[config.mk]
export PLATFORM = sky130hd
export DESIGN_NAME = prime_pair_ctrl
export DESIGN_NICKNAME = d
export VERILOG_FILES = /design/src/rtl/prime_pair_ctrl.sv
export SDC_FILE = /design/constraint.sdc
export NUM_CORES = 1
export LEC_CHECK = 0
export BUFFER_PORTS_ARGS = -buffer_cell sky130_fd_sc_hd__buf_4
export CORE_UTILIZATION = 50
export DETAILED_ROUTE_END_ITERATION = 10
export GPL_TIMING_DRIVEN = 0
export PLACE_DENSITY = 0.89
export SLEW_MARGIN = 0
export SYNTH_ARGS = -nofsm -noshare
export SYNTH_HDL_FRONTEND = slang
export SYNTH_SLANG_ARGS = --single-unit
[constraint.sdc]
create_clock -name clk -period 2 [get_ports clk]
set_clock_uncertainty 0.05 [all_clocks]
set_input_delay 0 -clock clk [delete_from_list [all_inputs] [get_ports clk]]
set_output_delay 0 -clock clk [all_outputs]
set_load 0.01 [all_outputs]
[src/rtl/prime_pair_ctrl.sv]
// Sequencer pairing a random-word source with one shared Miller-Rabin tester to produce two distinct primes P and Q.
// The first mr_start comes 2 cycles after gen_req; each candidate then costs 3 cycles plus tester time.
module prime_pair_ctrl #(
    parameter int unsigned RAND_W    = 16,
    parameter int unsigned WORDSIZE  = 32,
    parameter int unsigned ACCURACY  = 8,
    parameter int unsigned MAX_TRIES = 1024
) (
    input  logic                clk,
    input  logic                reset,
    input  logic                i_gen_req,
    input  logic [RAND_W-1:0]   i_rand_a,
    input  logic [RAND_W-1:0]   i_rand_b,
    input  logic                i_rand_valid,
    output logic                o_mr_start,
    output logic [WORDSIZE-1:0] o_mr_candidate,
    output logic [WORDSIZE-1:0] o_mr_accuracy,
    input  logic                i_mr_done,
    input  logic                i_mr_prime,
    output logic [WORDSIZE-1:0] o_key_p,
    output logic [WORDSIZE-1:0] o_key_q,
    output logic                o_keys_valid,
    output logic                o_busy,
    output logic                o_fail,
    output logic [15:0]         o_tries
);

    typedef enum logic [2:0] {
        S_IDLE, S_FETCH, S_LAUNCH, S_WAIT, S_EVAL, S_DONE, S_FAIL
    } state_t;

    state_t              r_state;
    logic                r_have_p;
    logic                r_prime;
    logic                r_mr_start;
    logic [WORDSIZE-1:0] r_cand;
    logic [WORDSIZE-1:0] r_key_p;
    logic [WORDSIZE-1:0] r_key_q;
    logic                r_keys_valid;
    logic                r_busy;
    logic                r_fail;
    logic [15:0]         r_tries;

    logic [WORDSIZE-1:0] w_cand;
    logic                w_last_try;
    logic                w_unused;

    // Top bit and bottom bit are forced, so rand_a's MSB and rand_b's LSB never reach the candidate.
    assign w_cand     = {1'b1, i_rand_a[RAND_W-2:0], i_rand_b[RAND_W-1:1], 1'b1};
    assign w_unused   = ^{i_rand_a[RAND_W-1], i_rand_b[0]};
    assign w_last_try = (32'(r_tries) == MAX_TRIES);

    always_ff @(posedge clk) begin
        if (reset) begin
            r_state      <= S_IDLE;
            r_have_p     <= 1'b0;
            r_prime      <= 1'b0;
            r_mr_start   <= 1'b0;
            r_cand       <= '0;
            r_key_p      <= '0;
            r_key_q      <= '0;
            r_keys_valid <= 1'b0;
            r_busy       <= 1'b0;
            r_fail       <= 1'b0;
            r_tries      <= '0;
        end else begin
            r_mr_start <= 1'b0;
            case (r_state)
                S_IDLE, S_DONE, S_FAIL: begin
                    if (i_gen_req) begin
                        r_state      <= S_FETCH;
                        r_keys_valid <= 1'b0;
                        r_fail       <= 1'b0;
                        r_tries      <= '0;
                        r_have_p     <= 1'b0;
                        r_key_p      <= '0;
                        r_key_q      <= '0;
                        r_busy       <= 1'b1;
                    end
                end
                S_FETCH: begin
                    if (i_rand_valid) begin
                        r_cand     <= w_cand;
                        r_mr_start <= 1'b1;
                        r_state    <= S_LAUNCH;
                    end
                end
                S_LAUNCH: begin
                    if (r_tries != 16'hFFFF) r_tries <= r_tries + 16'd1;
                    r_state <= S_WAIT;
                end
                S_WAIT: begin
                    if (i_mr_done) begin
                        r_prime <= i_mr_prime;
                        r_state <= S_EVAL;
                    end
                end
                S_EVAL: begin
                    if (r_prime && r_have_p && (r_cand != r_key_p)) begin
                        r_key_q      <= r_cand;
                        r_keys_valid <= 1'b1;
                        r_busy       <= 1'b0;
                        r_state      <= S_DONE;
                    end else begin
                        // A repeat of P falls through here and is handled like a composite.
                        if (r_prime && !r_have_p) begin
                            r_key_p  <= r_cand;
                            r_have_p <= 1'b1;
                        end
                        if (w_last_try) begin
                            r_fail  <= 1'b1;
                            r_busy  <= 1'b0;
                            r_state <= S_FAIL;
                        end else begin
                            r_state <= S_FETCH;
                        end
                    end
                end
                default: r_state <= S_IDLE;
            endcase
        end
    end

    assign o_mr_start     = r_mr_start;
    assign o_mr_candidate = r_cand;
    assign o_mr_accuracy  = WORDSIZE'(ACCURACY);
    assign o_key_p        = r_key_p;
    assign o_key_q        = r_key_q;
    assign o_keys_valid   = r_keys_valid;
    assign o_busy         = r_busy;
    assign o_fail         = r_fail;
    assign o_tries        = r_tries;

endmodule

After elaboration in Yosys (flattened, before gate mapping)
Cells that the tools add are included.
{"block": "word_totals", "regBits": 121, "latchBits": 0, "ramBits": 0, "romBits": 0, "inputBits": 38, "out_inout_bits": 148, "wordCells": 77, "n_memories": 0}
{"block": "classes", "addsub": 1, "multipliers": 0, "n_div": 0, "order_cmp": 0, "n_eq_ne": 18, "shifts": 0, "n_mux": 29, "n_bitwise": 1, "n_reduce_logical": 17}
{"op": "two-way mux 32 bit", "count": 4}
{"op": "one-hot mux 32 bit (2 select lines)", "count": 2}
{"op": "two-way mux 16 bit", "count": 2}
{"op": "!= test 32 bit", "count": 1}
{"op": "one-hot mux 16 bit (2 select lines)", "count": 1}
{"op": "adder 16 x 1 -> 16 bit (second input constant)", "count": 1}
{"op": "== test 16 x 11 -> 1 bit (second input constant)", "count": 1}
{"op": "!= test 16 bit (second input constant)", "count": 1}
{"op": "!= test 2 bit (second input constant)", "count": 8}
{"op": "two-way mux 3 bit", "count": 5}
{"op": "one-hot mux 3 bit (5 select lines)", "count": 1}
{"op": "AND reduction 3 bit", "count": 4}
{"op": "two-way mux 1 bit", "count": 10}
{"op": "== test 3 bit (second input constant)", "count": 3}
{"op": "one-hot mux 1 bit (2 select lines)", "count": 4}
{"op": "AND reduction 4 bit", "count": 2}
{"op": "== test 3 x 2 -> 1 bit (second input constant)", "count": 2}
{"op": "AND reduction 2 bit", "count": 2}
{"op": "nonzero test 2 bit", "count": 2}
{"op": "== test 3 x 1 -> 1 bit (second input constant)", "count": 1}
{"op": "logical AND 1 bit", "count": 3}
{"op": "zero test 3 bit", "count": 1}
{"op": "!= test 3 bit (second input constant)", "count": 1}
{"op": "OR reduction 3 bit", "count": 1}
{"op": "other kinds (3)", "count": 3}

Depth between registers and ports, before layout
Gate-level depths: netlist of the first run.
{"block": "depth", "depth_word": 5, "depth_mapped": 7, "depth_no_buf": 6}

Worst setup path after synthesis of the first run
OpenSTA, ideal clock, no wires.
{"block": "synth_timing", "path_type": "flip-flop to flip-flop", "startpoint": "reg r_tries[0] (netlist: o_tries[0])", "endpoint": "reg r_tries[9] (netlist: o_tries[9])", "setup_ps": 128, "arrival_ps": 1675, "t_required_ps": 1822, "path_slack_ps": 148, "stages_incl_launch_ff": 8, "period_less_slack_ps": 1852, "path_cell_list": "dfxtp_1 -> ha_1 -> and2_4 -> a31o_1 -> buf_6 -> a2111oi_2 -> xnor2_1 -> nor2_1"}
{"block": "synth_between", "elab_chain_cells": 3, "word_cells_on_any_way": 6, "classes_between": "add/sub (1); eq/ne (2); mux (2); reduce/logical (1)"}
{"element": "start, declared", "line_no": "42", "text": "logic [15:0] r_tries;"}
{"element": "start signal, assigned", "line_no": "89", "text": "if (r_tries != 16'hFFFF) r_tries <= r_tries + 16'd1;"}
{"element": "adder 16 x 1 -> 16 bit or != test 16 bit (tied branches)", "line_no": "89"}
{"element": "two-way mux 16 bit or != test 2 bit (tied branches)"}
{"element": "one-hot mux 16 bit (2 select lines) or AND reduction 3 bit (tied branches)"}
Several ways; a longest one is shown, not always the timed one. The select of a mux whose other input is x is not followed.
A chain may end at the register's enable or synchronous reset.

Worst setup path after layout of the first run
{"block": "layout_timing", "startpoint": "reg r_cand[1] (netlist: o_mr_candidate[1])", "endpoint": "reg r_key_q[3] (netlist: o_key_q[3])"}
{"block": "layout_between", "elab_chain_cells": 4}
{"element": "start, declared", "line_no": "36", "text": "logic [WORDSIZE-1:0] r_cand;"}
{"element": "start signal, assigned", "line_no": "83", "text": "r_cand <= w_cand;"}
{"element": "!= test 32 bit", "line_no": "99", "text": "if (r_prime && r_have_p && (r_cand != r_key_p)) begin"}
{"element": "logical AND 1 bit", "line_no": "99"}
{"element": "!= test 2 bit (no line)"}
{"element": "AND reduction 3 bit (no line)"}
{"element": "end signal, assigned", "line_no": "100", "text": "r_key_q <= r_cand;"}
{"element": "end, declared", "line_no": "38", "text": "logic [WORDSIZE-1:0] r_key_q;"}
No other way between the ends.

==> results of run 1 <==
==> placed cells by master (no fill, tap or decap), drive strengths merged, types with 3 or more instances in the layout <==
cell / count
o21ai: 4
a22oi: 31
xnor2: 9
o32ai: 34
buf: 199
nor4: 9
dlygate4sd3: 37
a31oi: 3
nand4: 7
o21a: 3
nand3: 13
nand2b: 37
a21oi: 41
dfxtp: 118
nand2: 74
conb: 32
nor2b: 3
nor2: 57
clkbuf: 44
xor2: 36
clkinvlp: 4
inv: 44
==> state kept, by name, summed over array words and instances, names as in the netlist <==
register and flops:
o_busy 1, o_fail 1, o_key_p 31, o_key_q 31
o_keys_valid 1, o_mr_candidate 31, o_mr_start 1, o_tries 16
r_have_p 1, r_prime 1, r_state 3
==> layout make-up <==
| class | instances | area, um^2 | share of cell area |
|---|---|---|---|
| multi-input cells | 420 | 2594 | 0.3323 |
| flip-flops and latches | 118 | 2382 | 0.3052 |
| repair buffers | 188 | 1504 | 0.1927 |
| plain buffers | 74 | 456.7 | 0.05851 |
| clock buffers | 18 | 417.9 | 0.05354 |
| well taps | 136 | 170.2 | 0.02180 |
| clock inverters | 14 | 141.4 | 0.01811 |
| inverters | 37 | 138.9 | 0.01779 |
==> report_power, final <==
| group | total (W) | internal [W] | leakage [nW] | switching (W) |
|---|---|---|---|---|
| clock network | 0.00291 | 0.00168 | 0.262 | 0.00123 |
| logic | 0.000959 | 0.000387 | 2.12 | 0.000572 |
| registers | 0.00250 | 0.00241 | 0.961 | 0.0000949 |
==> logic make-up (layout without fill, tap and decap cells) <==
family | count (synthesis) | after routing | share of synthesized area
buffers and inverters | 112 | 331 | 0.1086
adders and majority gates | 2 | 2 | 0.004741
other | 2 | 32 | 0.001423
and+or+nand+nor | 212 | 212 | 0.1882
muxes | 1 | 1 | 0.001897
DFF | 118 | 118 | 0.4476
xor gates and xnor gates | 45 | 45 | 0.07468
AOI/OAI and AO/OA | 128 | 128 | 0.1728
==> through the flow <==
step,std cells,setup WS (ps),setup TNS (ps)
2_1_floorplan,650,147.9,0
4_1_cts,1006,0.4381,0
3_5_place_dp,936,-232.0,-7186
3_3_place_gp,936,-177.4,-6025
5_1_grt,1005,-320.1,-9349
6_report,1005,-253.4,-6606
==> per-layer routing <==
layer,GRT usage,vias up,wire (um)
met5,0,-,0
met4,0.2394,0,1450
met3,0.1029,147,2293
met2,0.5549,534,9301
met1,0.3547,2724,6783
li1,-,2519,-
==> worst reg2reg max path, cell delays in order (launching register included) <==
cell and delay [ps]:
dfxtp_1 480, xor2_1 140, nor4_2 350, nand4_1 210
o211ai_2 280, o21ai_2 140, buf_4 210, o32ai_2 280
==> cells in the mapped netlist (all sizes together), types with 3 or more instances <==
| master | n | area, um^2 |
|---|---|---|
| o21a | 3 | 22.52 |
| nor2 | 57 | 214.0 |
| a21oi | 41 | 205.2 |
| nand2b | 37 | 231.5 |
| xor2 | 36 | 315.3 |
| dfxtp | 118 | 2362 |
| nand2 | 74 | 277.8 |
| xnor2 | 9 | 78.83 |
| a22oi | 31 | 232.7 |
| inv | 37 | 138.9 |
| buf | 48 | 332.8 |
| a31oi | 3 | 18.77 |
| o21ai | 4 | 23.77 |
| clkbuf | 27 | 101.4 |
| nor2b | 3 | 18.77 |
| nand4 | 7 | 43.79 |
| nor4 | 9 | 56.30 |
| nand3 | 13 | 65.06 |
| o32ai | 34 | 297.8 |
==> worst paths after layout <==
kind	slack (ps)	end	cells past startpoint	start
max	-250	o_key_q[3]$_SDFFE_PP0P_	7	o_mr_candidate[1]$_SDFFE_PP0P_
min reg2reg	430	o_key_q[13]$_SDFFE_PP0P_	2	o_key_q[13]$_SDFFE_PP0P_
max reg2reg	-250	o_key_q[3]$_SDFFE_PP0P_	7	o_mr_candidate[1]$_SDFFE_PP0P_
min	220	o_mr_candidate[9]$_SDFFE_PP0P_	4	i_rand_b[9]
==> timing repair <==
item / in CTS / in global routing
endpoints found under the setup margin: 55 / 91
resized for setup: 26 / 38
hold buffers: 37 / 0
cloned: 0 / 0
endpoints found under the hold margin: 34 / 0
pin swaps: 3 / 2
setup buffers: 1 / 0
==> metrics.md, run 1 <==
| Metric | Value |
|---|---|
| Synthesized area | `5278 um^2` |
| RSZ-0062 raised after global routing | `yes` |
| Min Hold Slack | `216.6 ps` |
| Synth Register Bits | `118` |
| Count of input and output buffers | `150` |
| Critical path's slowest cell | `dfxtp_1` |
| WP data required | `2380 ps` |
| CTS Buffer Depth | `2` |
| CTS tree | `yes` |
| Antenna cells | `0` |
| Pin count of the biggest net entering global routing | `17` |
| Synth Instances | `620` |
| Syn. warnings | `0` |
| Setup CP Type | `register to register` |
| Syn-to-layout area delta | `47.89%` |
| Clk pin slew, worst setup/hold paths | `60 ps` |
| Maxcap violations | `0` |
| Endpoints failing hold | `0` |
| TritonCTS Buffers | `17` |
| FMAX | `443.8 MHz` |
| Antenna-violating nets left | `0` |
| HP Class | `primary input to register` |
| Leak | `3.347 nW` |
| Avg Cell Area, Syn | `8.512 um^2` |
| Worst Path Buf+Inv | `1` |
| Finished Cell Area | `7805 um^2` |
| Die X | `104.7 um` |
| Final period utilization | `1.127` |
| CP Capture Type | `register` |
| WL/cell | `19.73 um` |
| Layout cells sized above 1 | `0.3257` |
| Failing checks | `setup timing` |
| Peak supply drop | `600.5 uV` |
| Crit path cell chain | `xor2_1, nor4_2, nand4_1, o211ai_2, o21ai_2, buf_4, o32ai_2` |
| CP max stage delay | `480 ps` |
| GR Overflow Total | `0` |
| Clock Latency Late Sink | `530 ps` |
| Final worst setup slack | `-253.4 ps` |
| CTS root buffer | `clkbuf_8` |
| Number of max-slew violations in the final report | `0` |
| Asr flop ratio synth | `0` |
| First-pass GRT wire length | `28270 um` |
| Vias in the first global route | `5522` |
| Worst-Margin Slew | `829.5 ps` |
| Initial Utilization | `0.5135` |
| Detailed Place HPWL | `11230 um` |
| FP Rows | `37` |
| Overall Global Routing Usage | `0.3320` |
| Final setup viols | `36` |
| Outcome | `finished, violations left` |
| Cell variety after synth | `44` |
| Detailed Routing Iterations Pass 1 | `7` |
| Rel. slew slack | `0.4470` |
| Core area | `10280 um^2` |
| Post-Route WL | `19830 um` |
| Via density | `5.895` |
| Pwr dens | `816.4 nW/um^2` |
| Crit Path Max Fanout | `10` |
| Placer Congestion | `0.8403` |
| # DRC | `0` |
| Design Power | `0.006372 W` |
| Via count of the routed design | `5924` |
| Setup crit start kind | `register` |
| Die Ht | `104.7 um` |
| Max H-tree Level | `4` |
| Placed Area | `6686 um^2` |
| Primary FF master, synth | `dfxtp_1` |
| Antenna violations before repair | `0` |
| Nets | `896` |
| Initial DRC count | `650` |
| Post-synth EDFFs | `0` |
| IO Pins | `186` |
| Sink Count | `118` |
| Die ar. | `10970 um^2` |
| Period minus WS final | `2253 ps` |
| WP data arrival | `2630 ps` |
| Crit path max-delay family | `compound AO/OA/AOI/OAI gates` |
| Sequential share of the synthesized area | `0.4476` |
| Final core utilization | `0.7594` |
| Fillers | `603` |
Power figures use the tool's default switching activity.
==> inputs of run 2 (changes only) <==
ABC_CLOCK_PERIOD_IN_PS = 2000   (was not set)
CTS_CLUSTER_SIZE = 16   (was not set)
REMOVE_ABC_BUFFERS = 1   (was not set)
==> metrics.md, run 2 (synthesis results as in run 1) <==
| Metric | Value |
|---|---|
| RR Endpoint | `o_key_q[22]$_SDFFE_PP0P_` |
| Hold-critical path endpoint | `o_key_p[21]$_SDFFE_PP0P_` |
| Fillers | `547` |
| Final setup viols | `38` |
| Final period utilization | `1.448` |
| Placer Congestion | `0.8290` |
| Antenna violations before repair | `0` |
| Reg-to-reg critical path startpoint | `o_mr_candidate[13]$_SDFFE_PP0P_` |
| Syn-to-layout area delta | `50.14%` |
| Clock power share | `0.474` |
| Post-Route WL | `20440 um` |
| Core area | `10280 um^2` |
| Commonest cells after routing, fill and taps aside | `buf_4, dfxtp_1, nand2_1, nor2_1, a21oi_1` |
| Min Hold Slack | `167.3 ps` |
| Clk pin slew, worst setup/hold paths | `60 ps` |
| Antenna cells | `0` |
| Multi-input gate area in the final layout | `2808 um^2` |
| HP Class | `primary input to register` |
| Vias in the first global route | `5256` |
| WP data arrival | `3230 ps` |
| RSZ-0062 raised after global routing | `yes` |
| CTS root buffer | `clkbuf_8` |
| Antenna-violating nets left | `0` |
| Detailed Place HPWL | `9565 um` |
| CP Capture Type | `register` |
| Setup CP Type | `register to register` |
| Count of input and output buffers | `151` |
| Initial Utilization | `0.5135` |
| FF/Latch Area | `2394 um^2` |
| First-pass GRT wire length | `27030 um` |
| Sw Pwr | `0.001822 W` |
| Maxcap violations | `0` |
| Hold path startpoint | `reset` |
| Worst r2r path cells | `7` |
| Register-to-register setup slack | `-900 ps` |
| Number of max-slew violations in the final report | `0` |
| Design Power | `0.006911 W` |
| Hold depth | `2` |
| Reg power frac | `0.362` |
| Nets | `849` |
| Peak supply drop | `547.4 uV` |
| Switch share | `0.2636` |
| Via density | `5.933` |
| CTS Buffer Depth | `2` |
| IO Pins | `186` |
| Initial DRC count | `571` |
| # DRC | `0` |
| Pin count of the biggest net entering global routing | `135` |
| Final core utilization | `0.7710` |
| Detailed Routing Iterations Pass 1 | `8` |
| TritonCTS Buffers | `17` |
| CTS tree | `yes` |
| Clock Latency Late Sink | `530 ps` |
| Outcome | `finished, violations left` |
| Logic gate share of total power | `0.164` |
| Layout cells sized above 1 | `0.3264` |
| Leak | `3.319 nW` |
| Die X | `104.7 um` |
| Overall Global Routing Usage | `0.3162` |
| FP Rows | `37` |
| Die Ht | `104.7 um` |
| Pwr dens | `872.2 nW/um^2` |
| Crit Path Max Fanout | `8` |
| Final worst setup slack | `-897.0 ps` |
| Setup crit start kind | `register` |
| FMAX | `345.2 MHz` |
| GR Overflow Total | `0` |
| Failing checks | `setup timing` |
| Internal power | `0.005090 W` |
| Sink Count | `118` |
| Period minus WS final | `2897 ps` |
| Worst-Margin Slew | `1342 ps` |
| Most common cell after layout, fill and taps aside | `buf_4` |
| Rel. slew slack | `0.1056` |
| Die ar. | `10970 um^2` |
| Endpoints failing hold | `0` |
| WP data required | `2340 ps` |
| Max H-tree Level | `4` |
| WL/cell | `21.36 um` |
| Via count of the routed design | `5678` |
## run 2: cell count changes in the layout (fill, tap and decap cells not counted), moves of 6 or more
cell / change
buf_4: -25
clkbuf_1: -15
clkbuf_2: -8
buf_2: -6
inv_6: -6
o32ai_1: -6
## run 2: power by group through the flow
stage | clock network (W) | logic, W | registers (W)
3_5_place_dp | 0 | 0.000763 | 0.00254
3_3_place_gp | 0 | 0.000660 | 0.00253
2_1_floorplan | 0 | 0.000360 | 0.00254
5_1_grt | 0.00339 | 0.00118 | 0.00251
6_report | 0.00327 | 0.00113 | 0.00250
4_1_cts | 0.00325 | 0.000925 | 0.00249
## run 2: final cells by class
class / count / share of cell area
multi-input cells: 423 / 0.3543
flip-flops and latches: 118 / 0.3021
repair buffers: 212 / 0.2255
clock buffers: 22 / 0.05716
clock inverters: 9 / 0.02195
well taps: 136 / 0.02147
inverters: 37 / 0.01753
## run 2: routing by layer
layer	wire (um)	part of all wire	track usage	vias to the layer above
met5	0	0	0	-
met4	1024	0.050	0.1720	0
met2	10090	0.49	0.5530	430
met3	2191	0.11	0.1017	103
met1	7140	0.35	0.3370	2718
li1	-	-	-	2427
## run 2: worst max-delay path by stage
stage / startpoint / endpoint / slack, ps / cells past startpoint
after detailed placement: o_mr_candidate[22]$_SDFFE_PP0P_ / o_key_q[23]$_SDFFE_PP0P_ / -1090 / 6
after global routing: o_mr_candidate[13]$_SDFFE_PP0P_ / o_key_q[22]$_SDFFE_PP0P_ / -1060 / 7
final: o_mr_candidate[13]$_SDFFE_PP0P_ / o_key_q[22]$_SDFFE_PP0P_ / -900 / 7
after global placement: r_state[0]$_SDFFE_PP0P_ / o_mr_candidate[13]$_SDFFE_PP0P_ / -2580 / 4
after floorplan: r_state[0]$_SDFFE_PP0P_ / o_key_p[0]$_SDFFE_PP0P_ / -960 / 5
after CTS: o_key_p[11]$_SDFFE_PP0P_ / o_key_q[21]$_SDFFE_PP0P_ / -120 / 7
## run 2: timing repair
item                                    4_1_cts  5_1_grt
buffers inserted                             13        6
hold buffers                                 36        0
pin swaps                                    10        9
resized for setup                            39       38
endpoints found under the setup margin      103       85
endpoints found under the hold margin        34        0
cloned                                        2        2
## run 2: through the flow
stage	instance area [um^2]	TNS, ps	setup slack (ps)	std cells
finish	7924	-26510	-897.0	957
CTS	7642	-3285	-115.6	949
global route	7924	-30190	-1062	957
detailed placement	6369	-46580	-1094	867
floorplan	4956	-63550	-956.1	575
global placement	6260	-186230	-2578	862
## run 2: worst max-delay path: stages, from the launching register on
cell	delay (ps)
dfxtp_4	350
xor2_1	160
nor4_2	660
nand4_1	410
o211ai_4	360
o21ai_4	170
buf_12	200
o32ai_2	380
